### src/rtl/tapper_pkg.sv
// Shared constants for the tapper game video path and a span test used by the sprite compositor.
package tapper_pkg;

    localparam int unsigned VGA_WIDTH          = 640;
    localparam int unsigned VGA_HEIGHT         = 480;
    localparam int unsigned PIXEL_VIRTUAL_SIZE = 4;

    localparam int unsigned ROW1 = 90;
    localparam int unsigned ROW2 = 186;
    localparam int unsigned ROW3 = 282;
    localparam int unsigned ROW4 = 378;

    localparam logic [23:0] BARTENDER = 24'h7F2B0A;
    localparam logic [23:0] CUSTOMER  = 24'h00FF00;

    // Evaluated at 32 bits so start + len can never wrap back onto low coordinates.
    function automatic logic in_span(input logic [31:0] pos, input logic [31:0] start,
                                     input logic [31:0] len);
        return (pos >= start) && (pos < start + len);
    endfunction

endpackage

### src/rtl/sprite_hit_cmp.sv
// Per-slot rectangle bounds comparators: one hit bit per sprite for the current pixel.
module sprite_hit_cmp
    import tapper_pkg::*;
#(
    parameter int unsigned NUM_SPRITES = 6,
    parameter int unsigned SPRITE_W    = 20,
    parameter int unsigned SPRITE_H    = 20,
    parameter int unsigned COORD_W     = 10
) (
    input  logic [COORD_W-1:0]                  x,
    input  logic [COORD_W-1:0]                  y,
    input  logic [NUM_SPRITES-1:0][COORD_W-1:0] sx,
    input  logic [NUM_SPRITES-1:0][COORD_W-1:0] sy,
    input  logic [NUM_SPRITES-1:0]              en,
    output logic [NUM_SPRITES-1:0]              hit
);

    for (genvar i = 0; i < NUM_SPRITES; i++) begin : g_slot
        assign hit[i] = en[i]
                     && in_span(32'(x), 32'(sx[i]), SPRITE_W)
                     && in_span(32'(y), 32'(sy[i]), SPRITE_H);
    end

endmodule

### src/rtl/sprite_overlay_engine.sv
// Double-buffered sprite compositor feeding the VGA frame-buffer write port, 2-cycle pipeline.
// Optional collision accumulation is enabled by defining SPRITE_COLLISION_EN.
module sprite_overlay_engine
    import tapper_pkg::*;
#(
    parameter int unsigned NUM_SPRITES = 6,
    parameter int unsigned SPRITE_W    = 20,
    parameter int unsigned SPRITE_H    = 20,
    parameter int unsigned COORD_W     = 10,
    parameter int unsigned VIRT_W      = 160,
    parameter int unsigned PIX_SHIFT   = 2,
    parameter int unsigned ADDR_W      = 15,
    parameter int unsigned COLOR_W     = 24
) (
    input  logic                   clk,
    input  logic                   rst,
    input  logic                   active_pixels,
    input  logic                   frame_done,
    input  logic [COORD_W-1:0]     x,
    input  logic [COORD_W-1:0]     y,
    input  logic                   upd_valid,
    output logic                   upd_ready,
    input  logic [3:0]             upd_idx,
    input  logic [COORD_W-1:0]     upd_x,
    input  logic [COORD_W-1:0]     upd_y,
    input  logic [COLOR_W-1:0]     upd_color,
    input  logic                   upd_en,
    output logic                   bad_idx,
    output logic [ADDR_W-1:0]      wr_addr,
    output logic [COLOR_W-1:0]     wr_data,
    output logic                   wr_en,
    output logic [NUM_SPRITES-1:0] coll_mask
);

    logic [NUM_SPRITES-1:0][COORD_W-1:0] sh_x, sh_y, lv_x, lv_y;
    logic [NUM_SPRITES-1:0][COLOR_W-1:0] sh_c, lv_c, s1_c;
    logic [NUM_SPRITES-1:0]              sh_en, lv_en, hit, s1_hit;

    logic               upd_take, idx_ok;
    logic [COORD_W-1:0] s1_x, s1_y;
    logic               s1_act, s1_any;
    logic [COLOR_W-1:0] win_c;
    logic [31:0]        addr_full;

    assign upd_ready = !frame_done;
    assign upd_take  = upd_valid && upd_ready;
    assign idx_ok    = 32'(upd_idx) < NUM_SPRITES;

    // Shadow slots take game writes; live slots change only at frame_done.
    always_ff @(posedge clk or negedge rst) begin
        if (!rst) begin
            sh_x    <= '0;
            sh_y    <= '0;
            sh_c    <= '0;
            sh_en   <= '0;
            lv_x    <= '0;
            lv_y    <= '0;
            lv_c    <= '0;
            lv_en   <= '0;
            bad_idx <= 1'b0;
        end else begin
            bad_idx <= upd_take && !idx_ok;
            for (int i = 0; i < NUM_SPRITES; i++) begin
                if (upd_take && upd_idx == 4'(i)) begin
                    sh_x[i]  <= upd_x;
                    sh_y[i]  <= upd_y;
                    sh_c[i]  <= upd_color;
                    sh_en[i] <= upd_en;
                end
            end
            if (frame_done) begin
                lv_x  <= sh_x;
                lv_y  <= sh_y;
                lv_c  <= sh_c;
                lv_en <= sh_en;
            end
        end
    end

    sprite_hit_cmp #(
        .NUM_SPRITES (NUM_SPRITES),
        .SPRITE_W    (SPRITE_W),
        .SPRITE_H    (SPRITE_H),
        .COORD_W     (COORD_W)
    ) u_hit_cmp (
        .x   (x),
        .y   (y),
        .sx  (lv_x),
        .sy  (lv_y),
        .en  (lv_en),
        .hit (hit)
    );

    // Colours are captured with the hits so a commit-cycle pixel stays on the old live set.
    always_ff @(posedge clk or negedge rst) begin
        if (!rst) begin
            s1_x   <= '0;
            s1_y   <= '0;
            s1_act <= 1'b0;
            s1_hit <= '0;
            s1_c   <= '0;
        end else begin
            s1_x   <= x;
            s1_y   <= y;
            s1_act <= active_pixels;
            s1_hit <= hit;
            s1_c   <= lv_c;
        end
    end

    always_comb begin
        win_c = '0;
        for (int i = NUM_SPRITES - 1; i >= 0; i--) begin
            if (s1_hit[i]) win_c = s1_c[i];
        end
        s1_any    = |s1_hit;
        addr_full = 32'(s1_y >> PIX_SHIFT) * 32'(VIRT_W) + 32'(s1_x >> PIX_SHIFT);
    end

    always_ff @(posedge clk or negedge rst) begin
        if (!rst) begin
            wr_en   <= 1'b0;
            wr_addr <= '0;
            wr_data <= '0;
        end else begin
            wr_en   <= s1_act && s1_any;
            wr_addr <= addr_full[ADDR_W-1:0];
            if (s1_act && s1_any) wr_data <= win_c;
        end
    end

`ifdef SPRITE_COLLISION_EN
    logic [NUM_SPRITES-1:0] accum, cur_coll;
    logic                   multi;

    // Clearing the lowest set bit leaves something only when two or more slots hit.
    assign multi    = |(s1_hit & (s1_hit - NUM_SPRITES'(1)));
    assign cur_coll = (s1_act && multi) ? s1_hit : '0;

    always_ff @(posedge clk or negedge rst) begin
        if (!rst) begin
            accum     <= '0;
            coll_mask <= '0;
        end else if (frame_done) begin
            coll_mask <= accum | cur_coll;
            accum     <= '0;
        end else begin
            accum <= accum | cur_coll;
        end
    end
`else
    assign coll_mask = '0;
`endif

endmodule

### config.mk
export PLATFORM = sky130hd
export DESIGN_NAME = sprite_overlay_engine
export DESIGN_NICKNAME = d
export VERILOG_FILES = /design/src/rtl/tapper_pkg.sv /design/src/rtl/sprite_hit_cmp.sv /design/src/rtl/sprite_overlay_engine.sv
export SDC_FILE = /design/constraint.sdc
export NUM_CORES = 1
export LEC_CHECK = 0
export BUFFER_PORTS_ARGS = -buffer_cell sky130_fd_sc_hd__buf_2
export CORE_MARGIN = 10
export CORE_UTILIZATION = 50
export CTS_CLUSTER_DIAMETER = 30
export DETAILED_ROUTE_END_ITERATION = 10
export GPL_TIMING_DRIVEN = 0
export PLACE_DENSITY = 0.7
export SLEW_MARGIN = 10
export SYNTH_ARGS = -nofsm -noshare
export SYNTH_HDL_FRONTEND = slang
export SYNTH_SLANG_ARGS = --single-unit
### constraint.sdc
create_clock -name clk -period 7 [get_ports clk]
set_input_delay 0.7 -clock clk [delete_from_list [all_inputs] [get_ports clk]]
set_output_delay 0.7 -clock clk [all_outputs]
set_load 0.1 [all_outputs]
* Word level (Yosys, flattened, before mapping)
Cells that the tools add are included.
** Storage, ports and cells
- Logic and storage cells :: 144
- Register bits :: 752
- Input port bits :: 74
** Operators by class
- $add $sub $neg :: 13
- Magnitude comparators :: 25
- Mux-type cells :: 6
- Multiply operators :: 1
- Equal/unequal tests :: 5
- Reductions and logical operators :: 37
** Operators by type and width (count)
- 10-bit by 32-bit less-than comparator with 1-bit output :: 12
- 24-bit 2-to-1 mux :: 6
- 10-bit by 5-bit adder with 11-bit output, second input constant :: 12
- 10-bit greater-or-equal comparator :: 12
- 1-bit logical AND :: 33
- 15-bit by 8-bit adder with 15-bit output :: 1
- 8-bit by 3-bit multiplier with 10-bit output, second input constant :: 1
- 4-bit by 2-bit equality test with 1-bit output, second input constant :: 2
- 4-bit by 3-bit equality test with 1-bit output, second input constant :: 2
- 6-bit OR reduction :: 1
- 4-bit by 1-bit equality test with 1-bit output, second input constant :: 1
- 4-bit logical NOT :: 1
- 4-bit by 3-bit less-than comparator with 1-bit output, second input constant :: 1
- 1-bit logical NOT :: 2

* Depth between registers and ports, before layout
Gate-level depths: netlist (run 1).
- Depth after elaboration :: 6
- Mapped depth :: 11

* Cells and area by module
A second synthesis (run 1) with hierarchy kept.
** Second synthesis, totals
- Cells, all modules :: 2508
- Area, all modules :: 33485.9 µm²
** Modules (own cells, without submodules)
- sprite_overlay_engine :: times used 1, cells an instance 1680, sequential area each 18718.0 µm², area each 27192.3 µm²
- sprite_hit_cmp :: times used 1, cells an instance 828, sequential area each 0.0 µm², area each 6293.5 µm²

* Least setup slack after synthesis (run 1)
Ideal clock, no wire load.
- Path type :: input to register
- From :: input port frame_done
- To :: register sh_x[50] in the netlist's numbering
- Setup slack :: 4401 ps
- Stages :: 6
- Data required time :: 6875 ps
- Path buffers :: 1
- Library setup time :: 125 ps
- Arrival :: 2474 ps
- Cells stage by stage :: inv_1 nand2_1 nor2_1 nand3_1 buf_1 mux2_2
** Between the ends
- Word-level cells in the longest chain between the ends :: 3
** Ends and longest elaborated chain
- start, declared :: line sprite_overlay_engine.sv:18 : input logic frame_done,
- 1-bit logical NOT :: line sprite_overlay_engine.sv:45 : assign upd_ready = !frame_done;
- 1-bit logical AND :: line sprite_overlay_engine.sv:46 : assign upd_take = upd_valid && upd_ready;
- 1-bit logical AND :: line sprite_overlay_engine.sv:64 : if (upd_take && upd_idx == 4'(i)) begin
- end signal, assigned by index :: line sprite_overlay_engine.sv:65 : sh_x[i] <= upd_x;
- end, declared :: line sprite_overlay_engine.sv:35 : logic [NUM_SPRITES-1:0][COORD_W-1:0] sh_x, sh_y, lv_x, lv_y;
Every way passes these cells.
A chain may end at the register's enable or synchronous reset.

* Worst setup path after layout (run 1)
- From :: register lv_y[44] in the netlist's numbering
- To :: register s1_hit[4]
** Between the ends
- Word-level cells in the longest chain between the ends :: 4
** Ends and longest elaborated chain
- start, declared :: line sprite_overlay_engine.sv:35
- start signal, assigned :: line sprite_overlay_engine.sv:73 : lv_y <= sh_y;
- 10-bit by 5-bit adder with 11-bit output :: line tapper_pkg.sv:19 : return (pos >= start) && (pos < start + len);
- 10-bit by 32-bit less-than comparator with 1-bit output :: line tapper_pkg.sv:19
- 1-bit logical AND (*) :: line tapper_pkg.sv:19
- 1-bit logical AND (*) :: line sprite_hit_cmp.sv:21 : && in_span(32'(y), 32'(sy[i]), SPRITE_H);
- named net hit[4] :: line sprite_overlay_engine.sv:37 : logic [NUM_SPRITES-1:0] sh_en, lv_en, hit, s1_hit;
- end signal, assigned :: line sprite_overlay_engine.sv:106 : s1_hit <= hit;
- end, declared :: line sprite_overlay_engine.sv:37
Mark *: on every way through the listed nets, which the timed path passes. The rest lies on a longest branch.

==> qor.yml, run 1 <==
final_layout:
  n_antenna_cell: 0
  area_growth_pct: 20.7
  layout_common_cells: "dfrtp_1, mux2_2, ha_1, o21ai_0"
  fin_util: 0.608
  fillCellCount: 4908
  fin_cells: 3862
  final_common_cell: "dfrtp_1"
  nets: 3204
  drive_gt1_frac: 0.283
pwr:
  p_seq_frac: 0.375
  clkPwrFrac: 0.459
  peakVddDrop_mv: 0.219
  p_per_area_mw_per_mm2: 379
  p_sw_frac: 0.281
  p_switching_w: 0.00425
  p_leak_nw: 18.9
  pwr-share-comb: 0.167
  finalPower_w: 0.0151
  power.internal_w: 0.0109
run_status:
  status: "complete, but fails checks"
  violations: "hold timing"
global_routing:
  grt_pass1_vias: 23600
  grt_start_max_net_pins: 124
  grt_antenna_before_repair: 6
  grt_pass1_wl_um: 133000
  overflow: 0
  grtUsageTotal: 0.221
setup_path:
  crit_top_cell: "a21oi_1"
  cp.buffers_inverters: 0
  path_cells: "a21oi_1 -> nor3_1 -> xnor2_1 -> ha_1 -> or4_1 -> a21oi_1 -> a31oi_1 -> nor4_1"
  crit_fanout: 6
  crit_type: "reg2reg"
  slowest_delay_ns: 0.75
  critPathLaunchType: "flop"
  critPathArrivalTime_ns: 3.46
  end_kind: "flop"
  critical-path-top-delay-family: "simple AND/OR/NAND/NOR gates"
  crit_required_ns: 7.52
  cpMaxStageDelayCell: "nor4_1"
placed_design:
  dp_cells: 3603
  hpwlAfterDp_um: 55500
  io_buffers: 115
  gp_congestion: 0.829
floorplanning:
  die_h_um: 277
  num_rows: 94
  coreArea_sq_mm: 0.0657
  ioPinCount: 122
  die_area_sq_mm: 0.0769
  initial_utilization: 0.504
  fp.dieW_um: 277
logic_synthesis:
  synth_warnings: 0
  avgSynthCellArea_sq_um: 12.7
  yosysTopAreaCellShare: 0.565
  synth_edf_count: 0
  ys_ff_latch: 748
  synth.yosys.seq_area_share: 0.565
  yosysTopAreaCell: "dfrtp_1"
  ys.flop_type: "dfrtp_1"
  syn_area_sq_mm: 0.0331
  async_flop_share: 1.00
  yosysUniqueCellTypes: 54
  postSynthCellCount: 2612
  netlist_top_cells_area: "dfrtp_1, mux2_2, ha_1, o21ai_0, a21oi_1"
sta:
  tns_ns: 0
  hold_slack_ns: -0.00524
  finClkSkew_ns: 0.0191
  setup_viol: 0
  timing.fmax_mhz: 340
  fin_crit_sh: 0.420
  max_slew_margin: 0.211
  rsz0062_at_grt: "false"
  hold_viol_final: 1
  worst_slew_pin_slew_ns: 1.18
  layout_min_cycle_time_ns: 2.94
  slew_viol_final: 0
routing:
  routed_wl_um: 84500
  drc: 0
  first_pass_iters: 5
  drtIter0Drc: 1274
  ant_nets: 0
  viasPerCell: 5.67
  vias: 21900
  wire_per_inst_um: 21.9
clocking:
  cts-resized-gates: 0
  worstSkewPairLatency_ns: 0.72
  htreeDepth: 4
  hold_buffers: 0
  cts_sinks: 748
  cts_max_path_buffers: 3
  cts_buffers: 144
  path_clk_slew_ns: 0.05
  root_buffer: "clkbuf_16"
  post_cts_buffers: 0
  cts_tree: "built"
flow_run:
  drv_cap: 0
min_path:
  hold_path.class: "in2async"
==> logic make-up (layout without fill, tap and decap cells) <==
logic type,Yosys count,after routing,share of synthesized area
DFF,748,748,0.565
AOI/OAI and AO/OA,499,499,0.0913
other,1,6,0.000113
muxes,432,432,0.147
adders and majority gates,245,245,0.0930
buffers and inverters,266,647,0.0330
xor gates and xnor gates,85,85,0.0225
and+or+nand+nor,336,336,0.0477
==> layer usage <==
metal | share of wire | global-route usage | vias to the layer above
li1 | - | - | 9846
met5 | 0.00062 | 0 | -
met4 | 0.032 | 0.0846 | 10
met3 | 0.055 | 0.0466 | 195
met1 | 0.42 | 0.277 | 11300
met2 | 0.49 | 0.371 | 557
==> through the flow <==
stage | setup slack [ns] | cell area [sq um]
after floorplan | 4.40 | 33100
final | 4.06 | 39900
after CTS | 4.10 | 39900
after detailed placement | 3.77 | 35000
after global routing | 3.91 | 39900
after global placement | -9.79 | 34800
==> flip-flops by register name, indices dropped and copies added (netlist names), 6 cells and up <==
| signal | count |
|---|---|
| s1_hit | 6 |
| s1_x | 8 |
| lv_x | 60 |
| s1_y | 8 |
| lv_c | 144 |
| wr_data | 24 |
| sh_y | 60 |
| sh_en | 6 |
| lv_en | 6 |
| lv_y | 60 |
| sh_c | 144 |
| wr_addr | 15 |
| s1_c | 144 |
| sh_x | 60 |
==> cell type report <==
cell class                 instances  area (sq um)  area share
sequential                       748         18700       0.469
multi-input combinational       1603         13300       0.333
clock buffer                     186          4000       0.100
tap                              864          1080      0.0271
clock inverter                    73           965      0.0241
timing repair buffer             122           778      0.0195
inverter                         163           612      0.0153
buffer                           103           482      0.0121
==> worst reg2reg max path, stage by stage (launching register included) <==
cell	delay, ns
dfrtp_1	0.43
a21oi_1	0.31
nor3_1	0.10
xnor2_1	0.15
ha_1	0.20
or4_1	0.50
a21oi_1	0.12
a31oi_1	0.18
nor4_1	0.75
==> power groups by stage <==
stage	Combinational [W]	Sequential, W	Clock (W)
finish	0.00252	0.00567	0.00694
global route	0.00281	0.00576	0.00725
CTS	0.00254	0.00566	0.00702
detailed placement	0.00251	0.00571	0
global placement	0.00236	0.00567	0
floorplan	0.00148	0.00593	0
==> synth_stat cells, drive strengths merged, types with 25 or more instances <==
| cell type | instances |
|---|---|
| dfrtp | 748 |
| mux2 | 432 |
| ha | 243 |
| o21ai | 191 |
| inv | 163 |
| nand2 | 163 |
| a21oi | 131 |
| xnor2 | 68 |
| buf | 54 |
| clkbuf | 49 |
| nor2b | 42 |
| nand3 | 29 |
| nor2 | 28 |
| a221oi | 26 |
| o31ai | 26 |
| a22oi | 25 |
==> path summary, 6_finish.rpt <==
check | from | to | slack [ns] | cells after the start
worst max-delay path | lv_y[44] | s1_hit[4] | 4.06 | 8
min in group clk | active_pixels | s1_act | 0.09 | 1
worst min-delay path | rst | s1_x[2] | -0.005 | 2
worst min register to register | s1_x[5] | wr_addr[3] | 0.34 | 0
worst max register to register | lv_y[44] | s1_hit[4] | 4.06 | 8
max in group asynchronous | rst | sh_c[38] | 5.08 | 5
Power figures use the tool's default switching activity.
==> run 2: changes to the inputs <==
==> constraint.sdc (replaced) <==
create_clock -name clk -period 3 [get_ports clk]
set_input_delay 0.3 -clock clk [delete_from_list [all_inputs] [get_ports clk]]
set_output_delay 0.3 -clock clk [all_outputs]
set_load 0.1 [all_outputs]
==> run 2 against run 1 <==
The flow now finishes without violations. Clock power grew 130%. Maximum frequency is 5.4% higher. Cell area rose by 1.4%. Wire length increased by 1.4%. Total power increased by 130%. Largest cell class unchanged. Largest power group unchanged.
==> qor.yml, run 2 (synthesis gave the netlist of run 1 again) <==
run_status:
  status: "complete, no violations"
placed_design:
  hpwlAfterDp_um: 55500  # unchanged
  gp_congestion: 0.829  # unchanged
  post_dp_cell_area_sq_mm: 0.0350  # unchanged
  io_buffers: 115  # unchanged
min_path:
  holdPathStages: 2
  hold_end: "sh_y[45]"
  hold_path.class: "in2reg"
  hold_start: "upd_y[5]"
setup_path:
  end_kind: "flop"
  slowest_delay_ns: 0.44  # -0.31 ns
  critical-path-top-delay-family: "compound AO/OA/AOI/OAI gates"
  crit_required_ns: 3.63  # -3.89 ns
  critPathLaunchType: "flop"
  cp.buffers_inverters: 0  # unchanged
  worstSetupPathDepth: 9  # +1
  rr_startpoint: "lv_x[34]"
  timing.rr.end: "s1_hit[3]"
  path_cells: "a21oi_1 -> nor3_1 -> nand3_1 -> xnor2_1 -> ha_1 -> a2111oi_1 -> nand2_1 -> o21ai_0 -> and4_1"
  worstRegToRegCells: 9  # +1
  reg2reg_slack_ns: 0.21  # -3.85 ns
  crit_type: "reg2reg"
  crit_fanout: 5  # -1
  critPathArrivalTime_ns: 3.42  # -0.04 ns
  cpMaxStageDelayCell: "a2111oi_1"
clocking:
  worstSkewPairLatency_ns: 0.72  # about the same
  path_clk_slew_ns: 0.05  # about the same
  cts_tree: "built"
  htreeDepth: 4  # unchanged
  cts_sinks: 748  # unchanged
  root_buffer: "clkbuf_16"
  post_cts_buffers: 0  # unchanged
  cts_buffers: 144  # unchanged
  cts_max_path_buffers: 3  # unchanged
routing:
  drc: 0  # unchanged
  first_pass_iters: 5  # unchanged
  viasPerCell: 5.65  # -0.32%
  vias: 22100  # +1.1%
  drtIter0Drc: 1345  # +5.6%
  ant_nets: 0  # unchanged
  routed_wl_um: 85600  # +1.4%
  wire_per_inst_um: 21.8  # -0.12%
sta:
  finClkSkew_ns: 0.0166  # -0.00255 ns
  layout_min_cycle_time_ns: 2.79  # -0.151 ns
  slew_viol_final: 0  # unchanged
  hold_viol_final: 0  # -1
  worst_slew_pin_slew_ns: 1.18  # -0.00686 ns
  timing.fmax_mhz: 359  # +5.4%
  setup_viol: 0  # unchanged
  rsz0062_at_grt: "false"
  max_slew_margin: 0.216  # +0.00457
  fin_crit_sh: 0.930  # +0.510
global_routing:
  grtUsageTotal: 0.224  # +0.00274
  grt_start_max_net_pins: 124  # unchanged
  overflow: 0  # unchanged
  grt_antenna_before_repair: 5  # -1
  grt_pass1_wl_um: 135000  # +1.3%
  grt_pass1_vias: 23900  # +1.4%
pwr:
  peakVddDrop_mv: 0.511  # +130%
  p_leak_nw: 19.1  # +1.2%
  p_per_area_mw_per_mm2: 874  # +130%
floorplanning:
  die_area_sq_mm: 0.0769  # unchanged
  fp.dieW_um: 277  # unchanged
  ioPinCount: 122  # unchanged
  coreArea_sq_mm: 0.0657  # unchanged
  die_h_um: 277  # unchanged
  initial_utilization: 0.504  # unchanged
  num_rows: 94  # unchanged
final_layout:
  fillCellCount: 4861  # -0.96%
  seqCellArea_sq_mm: 0.0187  # unchanged
  layout_common_cells: "dfrtp_1, mux2_2, ha_1, o21ai_0"
  nets: 3260  # +1.7%
  area_growth_pct: 22.4
  drive_gt1_frac: 0.278  # -0.00453
  multi_input_area_sq_mm: 0.0133  # +0.10%
  final_area_sq_mm: 0.0405  # +1.4%
  top_regs: "lv_c: 144 flops, s1_c: 144 flops, sh_c: 144 flops"
  fin_util: 0.616  # +0.00877
  final_common_cell: "dfrtp_1"
flow_run:
  drv_cap: 0  # unchanged
==> run 2: how the worst max path moves through the flow <==
stage	slack (ns)	endpoint	from
after floorplan	0.72	s1_hit[0]	lv_x[2]
after global placement	-13.39	wr_en	rst
after detailed placement	0.11	s1_hit[4]	lv_x[42]
after CTS	0.1	s1_hit[4]	lv_y[44]
after global routing	0.05	s1_hit[2]	lv_x[22]
final	0.21	s1_hit[3]	lv_x[34]
==> run 2: layout make-up <==
| class | count | share of cell area |
|---|---|---|
| antenna | 1 | 0.0000618 |
| buffer | 103 | 0.0119 |
| clock buffer | 186 | 0.0986 |
| clock inverter | 73 | 0.0238 |
| inverter | 163 | 0.0151 |
| multi-input combinational | 1603 | 0.329 |
| sequential | 748 | 0.462 |
| tap | 864 | 0.0267 |
| timing repair buffer | 178 | 0.0330 |
==> run 2: through the flow <==
| stage | hold WS, ns | instances | worst slack, ns | setup TNS [ns] | power [W] |
|---|---|---|---|---|---|
| 3_3_place_gp | 0.332 | 3596 | -13.39 | -9926.93 | 0.0187 |
| 6_report | 0.0184 | 3919 | 0.211 | 0 | 0.0354 |
| 4_1_cts | 0.000419 | 3918 | 0.0964 | 0 | 0.0356 |
| 2_1_floorplan | 0.00441 | 2617 | 0.715 | 0 | 0.0173 |
| 5_1_grt | 0.00560 | 3919 | 0.0491 | 0 | 0.0370 |
| 3_5_place_dp | 0.338 | 3603 | 0.110 | 0 | 0.0192 |
==> run 2: timing repair <==
action,4_1_cts,5_1_grt
endpoints found under the setup margin,0,3
gates resized for setup,0,3
hold buffers,56,0
hold endpoints to repair,317,0
==> run 2: report_power, final <==
group	internal [W]	switching [W]	total [W]
Sequential	0.0122	0.00106	0.0132
Combinational	0.00241	0.00355	0.00597
Clock	0.0109	0.00535	0.0162
Total	0.0254	0.00997	0.0354
==> run 2: routing by layer <==
metal  global-route usage  up-vias  wire [um]
met1                0.281    11400      35800
met5                    0        -         29
li1                     -     9965          -
met4               0.0866        6       2720
met3               0.0445      191       4440
met2                0.376      609      42600
